[src/rtl/fetch_sequencer_pkg.sv]
// fetch_sequencer_pkg: shared FSM state encoding and opcode constants
package fetch_sequencer_pkg;
   typedef enum logic [2:0] {BOOT, FETCH, WAIT_ACK, EXEC, HALT} state_t;
   localparam logic [5:0] OPC_JUMP = 6'b010111;
   localparam logic [5:0] OPC_HLT  = 6'b011000;
   localparam logic [5:0] OPC_RST  = 6'b011001;
endpackage

[src/rtl/fetch_sequencer_pc_next_calc.sv]
// pc_next_calc: prioritised next-PC mux applied when execute feedback arrives
module pc_next_calc #(
   parameter int ADDR_W = 10,
   parameter logic [ADDR_W-1:0] RESET_PC = '0
) (
   input  logic [ADDR_W-1:0] pc,
   input  logic              fb_reset,
   input  logic              fb_hlt,
   input  logic              fb_jump,
   input  logic              fb_branch,
   input  logic              fb_zero,
   input  logic [ADDR_W-1:0] jump_target,
   input  logic [ADDR_W-1:0] branch_off,
   output logic [ADDR_W-1:0] pc_next
);
   logic [ADDR_W-1:0] pc_inc;
   always_comb begin
      pc_inc  = pc + ADDR_W'(1);
      pc_next = fb_reset               ? RESET_PC :
                fb_hlt                 ? pc :
                fb_jump                ? jump_target :
                (fb_branch && fb_zero) ? pc_inc + branch_off :
                                         pc_inc;
   end
endmodule

[src/rtl/fetch_sequencer.sv]
// fetch_sequencer: single-issue fetch FSM with req/ack imem handshake and feedback-driven PC
module fetch_sequencer
   import fetch_sequencer_pkg::*;
#(
   parameter int ADDR_W = 10,
   parameter int INSTR_W = 32,
   parameter logic [ADDR_W-1:0] RESET_PC = '0
) (
   input  logic               clk,
   input  logic               rst_n,
   output logic               imem_req,
   output logic [ADDR_W-1:0]  imem_addr,
   input  logic               imem_ack,
   input  logic [INSTR_W-1:0] imem_rdata,
   output logic [INSTR_W-1:0] instr,
   output logic [5:0]         opcode,
   output logic               instr_valid,
   input  logic               fb_valid,
   input  logic               fb_jump,
   input  logic               fb_branch,
   input  logic               fb_zero,
   input  logic               fb_hlt,
   input  logic               fb_reset,
   input  logic [ADDR_W-1:0]  jump_target,
   input  logic [ADDR_W-1:0]  branch_off,
   input  logic               resume,
   output logic [ADDR_W-1:0]  pc,
   output logic               halted
);
   state_t            state;
   logic [ADDR_W-1:0] pc_next;

   pc_next_calc #(.ADDR_W(ADDR_W), .RESET_PC(RESET_PC)) u_pc_next (
      .pc(pc), .fb_reset(fb_reset), .fb_hlt(fb_hlt), .fb_jump(fb_jump),
      .fb_branch(fb_branch), .fb_zero(fb_zero), .jump_target(jump_target),
      .branch_off(branch_off), .pc_next(pc_next)
   );

   assign imem_addr = pc;
   assign opcode    = instr[INSTR_W-1 -: 6];

   // imem_req is raised on entry to FETCH so it is already visible during the FETCH cycle
   always_ff @(posedge clk or negedge rst_n) begin
      if (!rst_n) begin
         state       <= BOOT;
         pc          <= RESET_PC;
         instr       <= '0;
         instr_valid <= 1'b0;
         imem_req    <= 1'b0;
         halted      <= 1'b0;
      end else begin
         case (state)
            BOOT: begin
               state    <= FETCH;
               imem_req <= 1'b1;
            end
            FETCH: state <= WAIT_ACK;
            WAIT_ACK: if (imem_ack) begin
               instr       <= imem_rdata;
               imem_req    <= 1'b0;
               instr_valid <= 1'b1;
               state       <= EXEC;
            end
            EXEC: if (fb_valid) begin
               instr_valid <= 1'b0;
               pc          <= pc_next;
               if (fb_hlt && !fb_reset) begin
                  state  <= HALT;
                  halted <= 1'b1;
               end else begin
                  state    <= FETCH;
                  imem_req <= 1'b1;
               end
            end
            HALT: if (resume) begin
               pc       <= pc + ADDR_W'(1);
               halted   <= 1'b0;
               imem_req <= 1'b1;
               state    <= FETCH;
            end
            default: state <= BOOT;
         endcase
      end
   end
endmodule

[config.mk]
export PLATFORM = sky130hd
export DESIGN_NAME = fetch_sequencer
export DESIGN_NICKNAME = d
export VERILOG_FILES = /design/src/rtl/fetch_sequencer_pkg.sv /design/src/rtl/fetch_sequencer_pc_next_calc.sv /design/src/rtl/fetch_sequencer.sv
export SDC_FILE = /design/constraint.sdc
export NUM_CORES = 1
export LEC_CHECK = 0
export ABC_CLOCK_PERIOD_IN_PS = 6400
export BUFFER_PORTS_ARGS = -buffer_cell sky130_fd_sc_hd__buf_2
export CAP_MARGIN = 10
export CORE_ASPECT_RATIO = 0.5
export CORE_UTILIZATION = 40
export DETAILED_ROUTE_END_ITERATION = 7
export PLACE_DENSITY_LB_ADDON = 0.15
export SLEW_MARGIN = 20
export SYNTH_ARGS = -nofsm -noshare
export SYNTH_HDL_FRONTEND = slang
export SYNTH_HIERARCHICAL = 1
export SYNTH_SLANG_ARGS = --single-unit
[constraint.sdc]
create_clock -name clk -period 6.4 [get_ports clk]
set_input_delay 0.32 -clock clk [delete_from_list [all_inputs] [get_ports clk]]
set_output_delay 0.32 -clock clk [all_outputs]
set_load 0.03 [all_outputs]
After elaboration in Yosys (flattened, before gate mapping)
Cells that the tools add are included.
{ "word_totals": {"reg_bits": 48, "latch_bits": 0, "mem_bits_rw": 0, "romBits": 0, "in_bits": 62, "output_inout_bits": 61, "word_cells": 55, "n_memories": 0} }
{ "op_classes": {"addsub": 2, "multipliers": 0, "div": 0, "order_cmp": 0, "eq_ne": 10, "shifts": 0, "n_mux": 24, "bitwise_logic": 0, "n_reduce_logical": 13} }
{ "op_table": {"columns": ["op", "n"], "rows": [
  ["$mux W10", 6],
  ["$pmux W10 S2", 1],
  ["$pmux W3 S5", 1],
  ["$mux W3", 4],
  ["$add A10 B1 Y10 const B", 1],
  ["$add A10 B10 Y10", 1],
  ["$ne A2 B2 Y1 const B", 5],
  ["$mux W1", 9],
  ["$reduce_and A4 Y1", 2],
  ["$eq A3 B2 Y1 const B", 2],
  ["$reduce_and A3 Y1", 2],
  ["$reduce_and A5 Y1", 1],
  ["$pmux W1 S2", 2],
  ["$pmux W1 S4", 1],
  ["$reduce_bool A2 Y1", 2],
  ["$reduce_bool A4 Y1", 1],
  ["$eq A3 B1 Y1 const B", 1],
  ["$eq A3 B3 Y1 const B", 1],
  ["$logic_not A3 Y1", 1],
  ["$ne A3 B3 Y1 const B", 1],
  ["$logic_and A1 B1 Y1", 2],
  ["$reduce_and A2 Y1", 1],
  ["$logic_not A1 Y1", 1]
]} }

Logic depth before layout (Yosys ltp)
{ "logic_depth": {"word_depth": 8, "depth_mapped": 13, "ltp_nobuf": 13} }

Cells and area by module
Netlist, hierarchy kept.
{ "by_module_without_submodules": {"columns": ["module", "instances", "cells_each", "area_each_um2", "seq_area_each_um2"], "rows": [
  ["fetch_sequencer", 1, 188, 2250.9, 1201.2],
  ["pc_next_calc", 1, 130, 924.6, 0.0]
]} }

Worst setup path after synthesis
No wires, ideal clock.
{ "synth_path": {"path_kind": "reg2reg", "from": "reg pc[0], in the netlist imem_addr[0]", "to": "reg pc[9], in the netlist imem_addr[9]", "setup_ps": 125, "t_arrival_ps": 3123, "t_required_ps": 6275, "setup_slack_ps": 3152, "stages_incl_launch_ff": 14, "n_path_buf": 0, "period_less_slack_ps": 3248, "path_cell_list": "dfrtp_1 ha_1 inv_1 or3_1 xnor2_1 ha_1 a211o_1 a21oi_2 nand2_2 a2111oi_4 xnor2_1 o22ai_1 o22ai_1 a2bb2oi_1"} }
{ "synth_between": {"elab_chain_cells": 8, "word_cells_on_any_way": 9, "cone_classes": "add/sub (2); mux (7)"} }
{ "synth_rtl": {"columns": ["element", "line", "source"], "rows": [
  ["start, declared", "fetch_sequencer.sv:27", "output logic [ADDR_W-1:0] pc,"],
  ["start signal, assigned", "fetch_sequencer.sv:66", "pc <= pc_next;"],
  ["start signal, assigned", "fetch_sequencer.sv:76", "pc <= pc + ADDR_W'(1);"],
  ["$add A10 B1 Y10 *", "fetch_sequencer_pc_next_calc.sv:18", "pc_inc = pc + ADDR_W'(1);"],
  ["$add A10 B10 Y10", "fetch_sequencer_pc_next_calc.sv:22", "(fb_branch && fb_zero) ? pc_inc + branch_off :"],
  ["$mux W10 *", "fetch_sequencer_pc_next_calc.sv:22", null],
  ["$mux W10 *", "fetch_sequencer_pc_next_calc.sv:21", "fb_jump ? jump_target :"],
  ["$mux W10 *", "fetch_sequencer_pc_next_calc.sv:20", "fb_hlt ? pc :"],
  ["$mux W10 *", "fetch_sequencer_pc_next_calc.sv:19", "pc_next = fb_reset ? RESET_PC :"],
  ["via pc_next[9]", "fetch_sequencer.sv:31", "logic [ADDR_W-1:0] pc_next;"],
  ["$mux W10 *", "fetch_sequencer.sv:64", "EXEC: if (fb_valid) begin"],
  ["$pmux W10 S2 *", "fetch_sequencer.sv:52", "case (state)"]
]} }
Mark *: on every way through the listed nets, which the timed path passes. The rest lies on a longest branch. The select of a mux whose other input is x is not followed.
A chain may end at the register's enable or synchronous reset.

Final worst setup path
Same ends and word-level chain as after synthesis.

==> impl_metrics.py <==
metrics = {
    "floorplan": {
        "ios": 123,
        "core_sq_um": 7510,
        "dieArea_sq_um": 8320,
        "rows": 22,
        "initial_core_util": 0.423,
        "die_width_um": 128,
        "die_y_um": 65.0,
    },
    "sta": {
        "finalSetupTns_ns": 0,
        "rsz0062_at_grt": "false",
        "fmax_mhz": 300,
        "setup_viol": 0,
        "worst_slew_pin_slew_ns": 0.886,
        "hold_viol_final": 0,
        "skew_ns": 0.00221,
        "finalCriticalPeriod_ns": 3.34,
        "fin_crit_sh": 0.521,
        "maxSlewViolCount": 0,
        "relSlewSlack": 0.407,
        "fin_hold_ws_ns": 0.0432,
    },
    "logic_synthesis": {
        "yosysTopAreaCell": "dfrtp_1",
        "synthMuxAreaShare": 0.126,
        "synth.avg_cell_area_sq_um": 9.99,
        "yosys_register_bits": 48,
        "synth_edf_count": 0,
        "yosys-top-cells-area": "dfrtp_1 38%, mux2_2 11%, ha_1 4.7%",
        "yosys.cell_types.count": 57,
        "synth_xor_area_frac": 0.0441,
        "syn_inst": 318,
        "synth_top_family_by_area": "compound AO/OA/AOI/OAI gates",
        "ys_seq_area_frac": 0.378,
        "async_flop_share": 1.00,
        "syn_area_sq_um": 3180,
        "synthTopCellsByCount": "48 x dfrtp_1, 32 x mux2_2, 23 x a21oi_1, 23 x nand2_1, 18 x buf_4",
        "synth_compound_area_frac": 0.182,
        "synth-main-ff-cell": "dfrtp_1",
        "synth.most_common_cell": "dfrtp_1",
        "yosysTopAreaCellShare": 0.378,
        "synth_simple_gate_area_frac": 0.140,
        "ys.warnings.count": 6,
        "synthAdderAreaFrac": 0.0536,
        "syn_nets": 393,
    },
    "finish": {
        "design_area_sq_um": 3900,
        "fin_util": 0.519,
        "finalNetCount": 492,
        "layout-drive-gt1-share": 0.421,
        "antenna_cells": 0,
        "synthToLayoutAreaGrowth_pct": 22.7,
    },
    "setup_path": {
        "required_ns": 6.54,
        "cp_data_arrival_time_ns": 3.48,
        "end_kind": "flop",
        "critPathKind": "reg -> reg",
        "r2r_start": "imem_addr[0]",
        "timing.critical_path.from": "imem_addr[0]",
        "critPathLaunchType": "flop",
        "worstPathMaxFanout": 11,
    },
    "clocking": {
        "cts_resized": 0,
        "clk-insertion-delay-late_ns": 0.28,
        "clock-root-buffer": "clkbuf_16",
        "ctsHoldBuffers": 0,
        "clock-sinks": 48,
        "htreeDepth": 2,
        "cts_buffer_depth": 2,
        "post_cts_buffers": 0,
        "numCtsBuffers": 5,
        "cts_tree": "done",
        "path_clk_slew_ns": 0.06,
    },
    "place": {
        "gp_congestion": 0.926,
        "post-dp-hpwl_um": 5730,
        "dpl-instance-area_sq_um": 3720,
        "numPortBuffers": 122,
    },
    "drt": {
        "drt_iter0_markers": 175,
        "dr.pass1.iters": 4,
        "post_drt_via_cell_ratio": 5.16,
        "drc": 0,
        "wl_per_cell_um": 14.6,
        "ant_nets": 0,
        "wirelength_um": 7670,
        "num_vias": 2714,
    },
    "global_route": {
        "grt_use_met3": 0.0289,
        "grt.total_usage": 0.190,
        "busiest_layer": "met2",
        "grtUsageMet2": 0.312,
        "grt_overflow": 0,
        "grt_pass1_vias": 2648,
        "grt_max_degree": 49,
        "grt_first_pass_wirelength_um": 12600,
        "antenna_found_initial": 0,
        "met1_usage": 0.259,
    },
    "power": {
        "power-per-cell-area_nw_per_um2": 548,
        "p_leak_nw": 1.78,
        "peakVddDrop_uv": 173,
    },
    "min_path": {
        "min_path_type": "in -> async",
    },
    "run": {
        "drv_cap": 0,
    },
    "run_status": {
        "status": "complete, no violations",
    },
}
-- layer usage --
metal,vias to the layer above,wire [um]
met5,-,0
met4,0,55
met3,6,362
met2,90,3460
met1,1279,3790
li1,1339,-
-- sequential cells by signal, summed over array words and instances (netlist names) --
| register | flops |
|---|---|
| imem_addr | 10 |
| imem_req | 1 |
| instr | 32 |
| halted | 1 |
| state | 3 |
| instr_valid | 1 |
-- area by class of cell --
cell class / instances / area [sq um]
Fill cell: 713 / 3620
Multi-Input combinational cell: 231 / 1730
Sequential cell: 48 / 1200
Timing Repair Buffer: 123 / 621
Clock buffer: 6 / 139
Tap cell: 108 / 135
Clock inverter: 2 / 38.8
Inverter: 8 / 30.0
-- worst paths after layout --
| kind | to | slack [ns] | depth (start not counted) |
|---|---|---|---|
| max | imem_addr[9] | 3.06 | 13 |
| max in group asynchronous | instr[14] | 5.95 | 1 |
| max reg2reg | imem_addr[9] | 3.06 | 13 |
| min in group clk | instr[21] | 0.27 | 2 |
| min reg2reg | instr[0] | 0.50 | 1 |
| min | imem_addr[0] | 0.04 | 1 |
-- report_power, final --
group	internal [mW]	leakage (nW)	switching [mW]	total, mW
Sequential	0.452	0.573	0.154	0.606
Combinational	0.457	1.12	0.769	1.23
Clock	0.196	0.0871	0.108	0.303
Total	1.10	1.78	1.03	2.14
-- critical path, stage by stage, from the launching register on --
cell,delay (ns)
dfrtp_1,0.54
ha_1,0.27
inv_1,0.07
or3_1,0.36
xnor2_1,0.23
ha_1,0.33
a211o_1,0.32
a21oi_2,0.14
nand2_2,0.08
a2111oi_4,0.36
xnor2_1,0.15
o22ai_1,0.10
o22ai_1,0.17
a2bb2oi_1,0.08
-- cells in the final DEF, fill, tap and decap left out, types with 4 or more instances in the layout --
| master | netlist | final |
|---|---|---|
| buf_2 | 4 | 121 |
| dfrtp_1 | 48 | 48 |
| mux2_2 | 32 | 32 |
| nand2_1 | 23 | 23 |
| a21oi_1 | 23 | 23 |
| o21ai_0 | 17 | 17 |
| nor2_1 | 13 | 13 |
| nand3_1 | 12 | 12 |
| ha_1 | 12 | 12 |
| xnor2_1 | 10 | 10 |
| inv_1 | 8 | 8 |
| nand2b_1 | 6 | 6 |
| xor2_1 | 6 | 6 |
| a22oi_1 | 5 | 5 |
| o2bb2ai_1 | 5 | 5 |
| clkbuf_16 | 0 | 5 |
| nor2b_1 | 5 | 5 |
| nor3_1 | 4 | 4 |
| mux2i_1 | 4 | 4 |
-- stage by stage --
step	power, mW	instances	setup slack [ns]
6_report	2.14	526	3.06
5_1_grt	2.28	526	2.80
4_1_cts	2.15	526	3.08
3_5_place_dp	1.84	518	3.10
3_3_place_gp	1.81	518	3.15
2_1_floorplan	1.57	318	3.15
-- kinds of logic after synthesis --
family | Yosys count
multiplexers | 36
AND/OR/NAND/NOR | 83
XOR/XNOR | 16
adder cells (fa/ha/maj) | 13
buffers and inverters | 39
flip-flops | 48
AO/OA/AOI/OAI | 83
No activity file was read; power rests on OpenSTA's default activity.
